==> src/rtl/fp16_pkg.sv <==
// Shared FP16 definitions for the reciprocal dispatch path: field positions,
// special-value constants, operand classes and the dispatcher FSM states.
package fp16_pkg;

    localparam int FP16_SIGN_BIT = 15;
    localparam int FP16_EXP_MSB  = 14;
    localparam int FP16_EXP_LSB  = 10;
    localparam int FP16_MAN_MSB  = 9;
    localparam int FP16_MAN_LSB  = 0;

    localparam logic [15:0] FP16_MAX_FINITE = 16'h7BFF;
    localparam logic [15:0] FP16_QNAN       = 16'h7E00;

    typedef enum logic [2:0] {
        ST_IDLE,
        ST_ISSUE,
        ST_WAIT,
        ST_DRAIN,
        ST_HOLD
    } dispatch_state_t;

    typedef enum logic [1:0] {
        CLS_NORMAL,
        CLS_ZERO,
        CLS_INF,
        CLS_NAN
    } fp16_class_t;

    // Subnormals count as normal: the reciprocal unit handles them itself.
    function automatic fp16_class_t fp16_classify(input logic [15:0] value);
        logic [4:0] exp_f;
        logic [9:0] man_f;
        fp16_class_t cls;
        exp_f = value[FP16_EXP_MSB:FP16_EXP_LSB];
        man_f = value[FP16_MAN_MSB:FP16_MAN_LSB];
        cls   = CLS_NORMAL;
        if (exp_f == 5'd0 && man_f == 10'd0) begin
            cls = CLS_ZERO;
        end else if (exp_f == 5'h1F) begin
            cls = (man_f == 10'd0) ? CLS_INF : CLS_NAN;
        end
        return cls;
    endfunction

    function automatic logic [15:0] fp16_special_result(input logic [15:0] value);
        logic [15:0] res;
        case (fp16_classify(value))
            CLS_ZERO: res = {value[FP16_SIGN_BIT], FP16_MAX_FINITE[14:0]};
            CLS_INF:  res = {value[FP16_SIGN_BIT], 15'h0000};
            CLS_NAN:  res = FP16_QNAN;
            default:  res = 16'h0000;
        endcase
        return res;
    endfunction

endpackage

==> src/rtl/sync_fifo.sv <==
// Single-clock FIFO with full/empty flags; simultaneous push and pop are
// accepted when full, and an empty-queue push is always stored (no bypass).
module sync_fifo #(
    parameter int WIDTH = 20,
    parameter int DEPTH = 4
) (
    input  logic             clk,
    input  logic             rst,
    input  logic             push,
    input  logic [WIDTH-1:0] push_data,
    input  logic             pop,
    output logic [WIDTH-1:0] pop_data,
    output logic             full,
    output logic             empty
);

    localparam int AW = $clog2(DEPTH);

    logic [WIDTH-1:0] mem [DEPTH];
    logic [AW-1:0]    wr_ptr;
    logic [AW-1:0]    rd_ptr;
    logic [AW:0]      count;
    logic             do_push;
    logic             do_pop;

    assign full     = (count == (AW + 1)'(DEPTH));
    assign empty    = (count == '0);
    assign do_pop   = pop && !empty;
    assign do_push  = push && (!full || do_pop);
    assign pop_data = mem[rd_ptr];

    always_ff @(posedge clk) begin
        if (do_push) begin
            mem[wr_ptr] <= push_data;
        end
    end

    // Pointers wrap naturally because DEPTH is a power of two.
    always_ff @(posedge clk or posedge rst) begin
        if (rst) begin
            wr_ptr <= '0;
            rd_ptr <= '0;
            count  <= '0;
        end else begin
            if (do_push) begin
                wr_ptr <= wr_ptr + 1'b1;
            end
            if (do_pop) begin
                rd_ptr <= rd_ptr + 1'b1;
            end
            case ({do_push, do_pop})
                2'b10:   count <= count + 1'b1;
                2'b01:   count <= count - 1'b1;
                default: count <= count;
            endcase
        end
    end

endmodule

==> src/rtl/fp16_recip_dispatch.sv <==
// Request-side controller for the FP16 reciprocal unit: queues tagged operands,
// resolves specials locally, issues the rest one at a time and guards with a watchdog.
module fp16_recip_dispatch
    import fp16_pkg::*;
#(
    parameter int TAG_W      = 4,
    parameter int FIFO_DEPTH = 4,
    parameter int TIMEOUT    = 32
) (
    input  logic             clk,
    input  logic             rst,
    input  logic             in_valid,
    output logic             in_ready,
    input  logic [15:0]      in_data,
    input  logic [TAG_W-1:0] in_tag,
    output logic [15:0]      rcp_data,
    output logic             rcp_data_valid,
    input  logic [15:0]      rcp_result,
    input  logic             rcp_complete,
    output logic             out_valid,
    input  logic             out_ready,
    output logic [15:0]      out_data,
    output logic [TAG_W-1:0] out_tag,
    output logic             out_timeout,
    output logic             busy
);

    localparam int ENTRY_W = TAG_W + 16;
    localparam int CNT_W   = $clog2(TIMEOUT + 1);
    localparam logic [CNT_W-1:0] CNT_LAST = CNT_W'(TIMEOUT - 1);

    dispatch_state_t  state;
    dispatch_state_t  next_state;

    logic               fifo_push;
    logic               fifo_pop;
    logic               fifo_full;
    logic               fifo_empty;
    logic [ENTRY_W-1:0] fifo_head;
    logic [15:0]        head_data;
    logic [TAG_W-1:0]   head_tag;
    fp16_class_t        head_class;

    logic [CNT_W-1:0]   wd_cnt;
    logic               cnt_last;
    logic [15:0]        issued_data;
    logic [TAG_W-1:0]   issue_tag;
    logic               drained;
    logic               late_seen;

    assign fifo_push = in_valid && !fifo_full;
    assign in_ready  = !fifo_full;

    sync_fifo #(
        .WIDTH (ENTRY_W),
        .DEPTH (FIFO_DEPTH)
    ) u_fifo (
        .clk       (clk),
        .rst       (rst),
        .push      (fifo_push),
        .push_data ({in_tag, in_data}),
        .pop       (fifo_pop),
        .pop_data  (fifo_head),
        .full      (fifo_full),
        .empty     (fifo_empty)
    );

    assign head_data  = fifo_head[15:0];
    assign head_tag   = fifo_head[ENTRY_W-1:16];
    assign head_class = fp16_classify(head_data);
    assign cnt_last   = (wd_cnt == CNT_LAST);

    assign rcp_data = (state == ST_ISSUE) ? head_data : issued_data;
    assign busy     = (state != ST_IDLE) || !fifo_empty;

    always_ff @(posedge clk or posedge rst) begin
        if (rst) begin
            state <= ST_IDLE;
        end else begin
            state <= next_state;
        end
    end

    // DRAIN has two phases: presenting the timed-out result, then (once handed
    // off) waiting for a stray completion so the unit is idle before reuse.
    always_comb begin
        next_state     = state;
        fifo_pop       = 1'b0;
        rcp_data_valid = 1'b0;
        out_valid      = 1'b0;
        case (state)
            ST_IDLE: begin
                if (!fifo_empty) begin
                    if (head_class != CLS_NORMAL) begin
                        fifo_pop   = 1'b1;
                        next_state = ST_HOLD;
                    end else begin
                        next_state = ST_ISSUE;
                    end
                end
            end
            ST_ISSUE: begin
                rcp_data_valid = 1'b1;
                fifo_pop       = 1'b1;
                next_state     = ST_WAIT;
            end
            ST_WAIT: begin
                if (rcp_complete) begin
                    next_state = ST_HOLD;
                end else if (cnt_last) begin
                    next_state = ST_DRAIN;
                end
            end
            ST_DRAIN: begin
                if (!drained) begin
                    out_valid = 1'b1;
                end else if (late_seen || rcp_complete || cnt_last) begin
                    next_state = ST_IDLE;
                end
            end
            ST_HOLD: begin
                out_valid = 1'b1;
                if (out_ready) begin
                    next_state = ST_IDLE;
                end
            end
            default: next_state = ST_IDLE;
        endcase
    end

    // Output register only changes when a new result is produced, so it stays
    // stable for as long as the consumer stalls.
    always_ff @(posedge clk or posedge rst) begin
        if (rst) begin
            out_data    <= '0;
            out_tag     <= '0;
            out_timeout <= 1'b0;
            issued_data <= '0;
            issue_tag   <= '0;
            wd_cnt      <= '0;
            drained     <= 1'b0;
            late_seen   <= 1'b0;
        end else begin
            case (state)
                ST_IDLE: begin
                    if (!fifo_empty && head_class != CLS_NORMAL) begin
                        out_data    <= fp16_special_result(head_data);
                        out_tag     <= head_tag;
                        out_timeout <= 1'b0;
                    end
                end
                ST_ISSUE: begin
                    issued_data <= head_data;
                    issue_tag   <= head_tag;
                    wd_cnt      <= '0;
                end
                ST_WAIT: begin
                    if (rcp_complete) begin
                        out_data    <= rcp_result;
                        out_tag     <= issue_tag;
                        out_timeout <= 1'b0;
                    end else if (cnt_last) begin
                        out_data    <= '0;
                        out_tag     <= issue_tag;
                        out_timeout <= 1'b1;
                        wd_cnt      <= '0;
                        drained     <= 1'b0;
                        late_seen   <= 1'b0;
                    end else begin
                        wd_cnt <= wd_cnt + 1'b1;
                    end
                end
                ST_DRAIN: begin
                    if (!drained) begin
                        if (rcp_complete) begin
                            late_seen <= 1'b1;
                        end
                        if (out_ready) begin
                            drained <= 1'b1;
                            wd_cnt  <= '0;
                        end
                    end else begin
                        wd_cnt <= wd_cnt + 1'b1;
                    end
                end
                default: ;
            endcase
        end
    end

endmodule

==> config.mk <==
export PLATFORM = sky130hd
export DESIGN_NAME = fp16_recip_dispatch
export DESIGN_NICKNAME = d
export VERILOG_FILES = /design/src/rtl/fp16_pkg.sv /design/src/rtl/sync_fifo.sv /design/src/rtl/fp16_recip_dispatch.sv
export SDC_FILE = /design/constraint.sdc
export NUM_CORES = 1
export LEC_CHECK = 0
export BUFFER_PORTS_ARGS = -buffer_cell sky130_fd_sc_hd__clkbuf_2
export CORE_UTILIZATION = 57
export DETAILED_ROUTE_END_ITERATION = 10
export GPL_TIMING_DRIVEN = 0
export PLACE_DENSITY = 0.81
export REMOVE_ABC_BUFFERS = 1
export SETUP_SLACK_MARGIN = 0.15
export SYNTH_ARGS = -nofsm -noshare
export SYNTH_HDL_FRONTEND = slang
export SYNTH_SLANG_ARGS = --single-unit
==> constraint.sdc <==
create_clock -name clk -period 4.4 [get_ports clk]
set_input_delay 0.88 -clock clk [delete_from_list [all_inputs] [get_ports clk]]
set_output_delay 0.88 -clock clk [all_outputs]
set_load 0.02 [all_outputs]
-- After elaboration in Yosys (flattened, before gate mapping)
Memories as Yosys holds them, arrays and structs flattened.
Index checks and enable logic that the tools add are counted.
- word-level logic and storage cells: 116
- input port bits: 41
- register bits after elaboration: 59
- memory bits (writable): 80
- bits in latches: 0
- ROM bits: 0
- memories: 1
- memories (name ; words ; width ; rd ports ; clocked after Yosys merged registers in ; wr ports ; RTL line ; text):
    u_fifo.mem ; 4 ; 20 ; 1 ; 0 ; 1 ; sync_fifo.sv:19 ; logic [WIDTH-1:0] mem [DEPTH];
- eq/ne operators: 23
- magnitude comparators: 0
- muxes and demuxes: 49
- shifts and indexed selects: 0
- reduce and logical (&&, ||, !) cells: 26
- $add $sub $neg: 5
- div/mod/pow operators: 0
- $mul: 0
- bitwise operators: 0
- operators with widths (cell ; number):
    $mux W16 ; 4
    $pmux W16 S3 ; 1
    $pmux W16 S2 ; 1
    $mux W6 ; 4
    $mux W3 ; 7
    $ne A2 B2 Y1 const B ; 9
    $pmux W6 S3 ; 1
    $mux W1 ; 16
    $pmux W3 S5 ; 1
    $mux W4 ; 3
    $logic_not A10 Y1 ; 1
    $pmux W1 S2 ; 5
    $reduce_and A5 Y1 ; 2
    $reduce_and A3 Y1 ; 3
    $mux W2 ; 4
    $pmux W4 S2 ; 1
    $reduce_bool A2 Y1 ; 4
    $add A6 B1 Y6 const B ; 1
    $eq A2 B2 Y1 const B ; 3
    $eq A3 B2 Y1 const B ; 2
    $eq A3 B3 Y1 const B ; 2
    $eq A6 B5 Y1 const B ; 1
    $logic_not A3 Y1 ; 2
    $ne A3 B3 Y1 const B ; 2
    12 further kinds ; 23

-- Depth between registers and ports, before layout
An unclocked memory read counts as a cell.
- depth in word-level cells: 14
- mapped depth: 12
- gate-level depth less buffers: 11

-- Hierarchy
Synthesis repeated with hierarchy kept, for this count alone.
- cell total of the unflattened synthesis: 380
- area, all modules: 5835.6 µm²
- modules (own cells, without submodules) (module ; area each (µm²) ; cells each ; sequential area each (µm²) ; times used):
    sync_fifo ; 3314.4 ; 143 ; 2577.5 ; 1
    fp16_recip_dispatch ; 2521.2 ; 237 ; 1301.2 ; 1

-- Worst setup path before layout
No wires, ideal clock.
- path kind: reg2reg
- from: reg u_fifo.rd_ptr[0]
- to: reg u_fifo.count[2]
- stages on the path, launching flop included: 13
- slack: 1.248 ns
- arrival: 3.073 ns
- period minus slack after synthesis: 3.152 ns
- buffers on the path: 1
- path through: dfrtp_1 > buf_6 > mux4_2 > nor4_2 > nand3_2 > o21ai_1 > o21a_1 > ha_1 > inv_1 > fa_1 > xor2_1 > nor2_1 > xor2_1
- word-level cells in the longest chain between the ends: 14
- elaborated cells on any way between the ends: 19
- those cells by class: 3 x eq/ne; 7 x mux; 8 x reduce/logical; 1 x memory
- RTL lines (what ; RTL line ; text):
    start: declaration ; sync_fifo.sv:21 ; logic [AW-1:0] rd_ptr;
    start signal: assignment ; sync_fifo.sv:49 ; rd_ptr <= rd_ptr + 1'b1;
    $mem_v2 Z4 W20 * ; n/a ;
    $logic_not A10 Y1 ; fp16_pkg.sv:37, fp16_pkg.sv:40 ;
    $mux W1 ; fp16_pkg.sv:40 ; cls = (man_f == 10'd0) ? CLS_INF : CLS_NAN;
    $mux W2 ; fp16_pkg.sv:39 ; end else if (exp_f == 5'h1F) begin
    $mux W2 * ; fp16_pkg.sv:37 ; if (exp_f == 5'd0 && man_f == 10'd0) begin
    $reduce_bool A2 Y1 * ; fp16_recip_dispatch.sv:94 ; if (head_class != CLS_NORMAL) begin
    $mux W1 * ; fp16_recip_dispatch.sv:94 ;
    $mux W1 * ; fp16_recip_dispatch.sv:93 ; if (!fifo_empty) begin
    $pmux W1 S2 * ; fp16_recip_dispatch.sv:91 ; case (state)
    $logic_and A1 B1 Y1 * ; sync_fifo.sv:28 ; assign do_pop = pop && !empty;
    named net u_fifo.do_pop ; sync_fifo.sv:24 ; logic do_pop;
    $logic_or A1 B1 Y1 ; sync_fifo.sv:29 ; assign do_push = push && (!full || do_pop);
    $logic_and A1 B1 Y1 ; sync_fifo.sv:29 ;
    $eq A2 B1 Y1 / $eq A2 B2 Y1 (equally long branches) ; sync_fifo.sv:51 ; case ({do_push, do_pop})
    $pmux W3 S2 / $reduce_bool A2 Y1 (equally long branches) ; n/a ;
    end signal: assignment ; sync_fifo.sv:52 ; 2'b10: count <= count + 1'b1;
    end signal: assignment ; sync_fifo.sv:53 ; 2'b01: count <= count - 1'b1;
    end signal: assignment ; sync_fifo.sv:54 ; default: count <= count;
    end: declaration ; sync_fifo.sv:22 ; logic [AW:0] count;
Mark *: on every way through the listed nets, which the timed path passes. The rest lies on a longest branch.
A chain may end at the register's enable or synchronous reset.

-- Final worst setup path
Ends and elaborated chain as after synthesis.

==> metrics.txt <==
critical path peak fanout=22; Worst Hold Class=in -> async; Layout Utilization=70.76%; vias per cell=5.760; Placed Area=6319 um^2; routability cong.=0.8595; fmax=261.2 MHz; die area=10530 um^2; ys async rst share=42.45%; share of post-route cells with drive strength above 1=36.16%; setup_tns=0 ns; worst vdd ir=527.9 uV; Worst-Margin Slew=1.098 ns; post-synth top area share=41.65%; worst path required time=4.84 ns; synth-to-layout area growth=19.91%; dominant cells by area after synthesis=edfxtp_1 (42%), dfrtp_1 (26%), mux4_2 (7.8%); WL/cell=17.87 um; unrepaired setup endpoints after global routing=no; PortBufs=81; Post-synth top cells=edfxtp_1 (80), dfrtp_1 (59), nand2_1 (31); DRT antenna net count=0; Antenna diodes=0; Die X=102.6 um; Leak=2.731 nW; Vias=3554; period utilisation layout=87.01%; critical path data arrival time=4.27 ns; final setup fails=0; Worst Skew=0.007387 ns; number of flops mapped to enable cells by yosys=80; Cell Pwr Density=788.7 nW/um^2; CTS buffer count=17; largest net degree at the start of global routing=34; CTS tree=done; Core Rows=36; Slew Limit Fails=0; Post-Layout Inst Area=6917 um^2; Fin. Hold Viols=0; CP dominant cell by count=xor2_1; CP max-delay cell=dfrtp_4; max-cap violations=0; Worst Setup End Kind=flop; initial core utilization=59.01%; Slew HR=26.77%; Clock Path Buffers=2; reg-to-reg setup timing slack=0.57 ns; worst-skew pair later-pin latency=0.53 ns; top cell type by total area after synthesis=edfxtp_1; Chip Height=102.6 um; vias in the first global route=3451; CP Cell Sequence=mux4_2 -> nor4_2 -> nand3_2 -> o21ai_1 -> o21a_1 -> ha_1 -> inv_1 -> fa_1 -> xor2_1 -> nor2_1 -> xor2_1; gr ovfl total=0; initial antenna violation count=0; minimum clock period=3.829 ns; GRT Resource Usage Total=22.90%; Final HPWL DP=7.143 mm; post-synthesis sequential element count=139; CTS sink cnt=139; first-pass GRT wire length=17.32 mm; count leader, synth=edfxtp_1; CP Launch Type=flop; sequential area share after synthesis=67.25%; Synth Instances=383; Final Non-Filler Cells=617; Synthesis Warnings=0; drt pass-1 iters=4; status=finished clean; H-Tree Depth=4; Worst path max stage delay=0.71 ns; most used flip-flop cell after synthesis=edfxtp_1; Netlist cell types=45; CP top delay family=simple AND/OR/NAND/NOR gates; clk slew on worst S/H paths=0.07 ns; DRC errors left=0; CTS root buffer=clkbuf_8; nets=519; placed insts=585; DR iter-0 viols=148; I/O pin cnt=82; CORE AREA=9774 um^2; hold buffers post-CTS=0; mapped cell area=5768 um^2; final wirelength=11.02 mm; CP bufs+invs=1; syn avg cell area=15.06 um^2; filler cell count=643; Post-CTS Setup Inserts=0; worst setup path class=reg -> reg
[placed cells by master, fill, tap and decap left out, drive strengths merged, types with 3 or more instances in the layout]
| cell | synthesis | layout |
|---|---|---|
| clkbuf | 9 | 98 |
| nand3 | 5 | 5 |
| mux2 | 21 | 21 |
| and3 | 6 | 6 |
| nand2b | 3 | 3 |
| a31oi | 15 | 15 |
| o31ai | 3 | 3 |
| edfxtp | 80 | 80 |
| o21ai | 15 | 15 |
| mux4 | 20 | 20 |
| xnor2 | 3 | 3 |
| dfrtp | 59 | 59 |
| a21oi | 25 | 25 |
| o211ai | 3 | 3 |
| xor2 | 3 | 3 |
| a21o | 3 | 3 |
| nor3 | 8 | 8 |
| nand2 | 31 | 31 |
| ha | 6 | 6 |
| o21a | 5 | 5 |
| buf | 7 | 4 |
| nor2 | 21 | 21 |
| inv | 11 | 20 |
| and2 | 3 | 3 |
[layer usage]
metal / up-vias / wire length, um / global-route usage [%]
li1: 1630 / - / -
met1: 1774 / 4723 / 29.19
met2: 129 / 5411 / 36.67
met3: 21 / 713 / 6.983
met4: 0 / 175 / 10.00
met5: - / 0 / 0
[where the power goes]
part	switching [mW]	leakage, nW	internal [mW]
Sequential	0.288	1.44	1.81
Combinational	1.14	1.00	0.805
Clock	0.588	0.288	0.830
Total	2.01	2.73	3.44
[metrics by stage]
step	setup WS [ns]	total power, mW	hold slack, ns
after CTS	0.2893	5.486	0.4025
after floorplan	0.4459	3.424	0.4463
final	0.5715	5.455	0.3925
after detailed placement	-0.1620	4.058	0.4754
after global routing	0.2803	5.743	0.4327
after global placement	-0.5705	3.931	0.4724
[path summary, 6_finish.rpt]
| kind | start | endpoint | cells after the start |
|---|---|---|---|
| max | u_fifo.rd_ptr[0] | u_fifo.count[2] | 11 |
| min | rst | out_data[7] | 2 |
| max reg2reg | u_fifo.rd_ptr[0] | u_fifo.count[2] | 11 |
| min reg2reg | issued_data[0] | issued_data[0] | 1 |
| max in group asynchronous | rst | u_fifo.rd_ptr[0] | 3 |
| min in group clk | issued_data[0] | issued_data[0] | 1 |
[cell families after synthesis]
kind of cell    count (synthesis)  share of synthesized area (%)
mux                            42                          12.08
buf+inv                        27                          2.256
simple gates                   87                          7.310
xor+xnor                        6                         0.9112
fa+ha+maj                       7                          1.649
flops                         139                          67.25
compound gates                 75                          8.547
[final cells by class]
| cell class | count | area (um^2) | area share, % |
|---|---|---|---|
| clock buffer | 17 | 414.1 | 5.988 |
| inverter | 11 | 41.29 | 0.5970 |
| multi-input combinational | 217 | 1770 | 25.60 |
| timing repair buffer | 85 | 462.9 | 6.693 |
| clock inverter | 15 | 177.7 | 2.569 |
| sequential | 139 | 3884 | 56.15 |
| tap | 133 | 166.4 | 2.406 |
[sequential cells by signal, summed over array words and instances (netlist names)]
name and cells:
out_tag 4, wd_cnt 6, u_fifo.count 3, drained 1
state 3, issue_tag 4, issued_data 16, out_timeout 1
u_fifo.mem 80, u_fifo.rd_ptr 2, u_fifo.wr_ptr 2, late_seen 1
out_data 16
[worst register-to-register path: stages (launching register included)]
cell and delay, ns:
dfrtp_4 0.71, mux4_2 0.60, nor4_2 0.42, nand3_2 0.23
o21ai_1 0.50, o21a_1 0.23, ha_1 0.20, inv_1 0.06
fa_1 0.37, xor2_1 0.15, nor2_1 0.11, xor2_1 0.18
[what timing repair did]
action                     4_1_cts  5_1_grt
resized for setup                1        3
pin swaps                        0        0
setup endpoints to repair       22        2
Power figures use the tool's default switching activity.
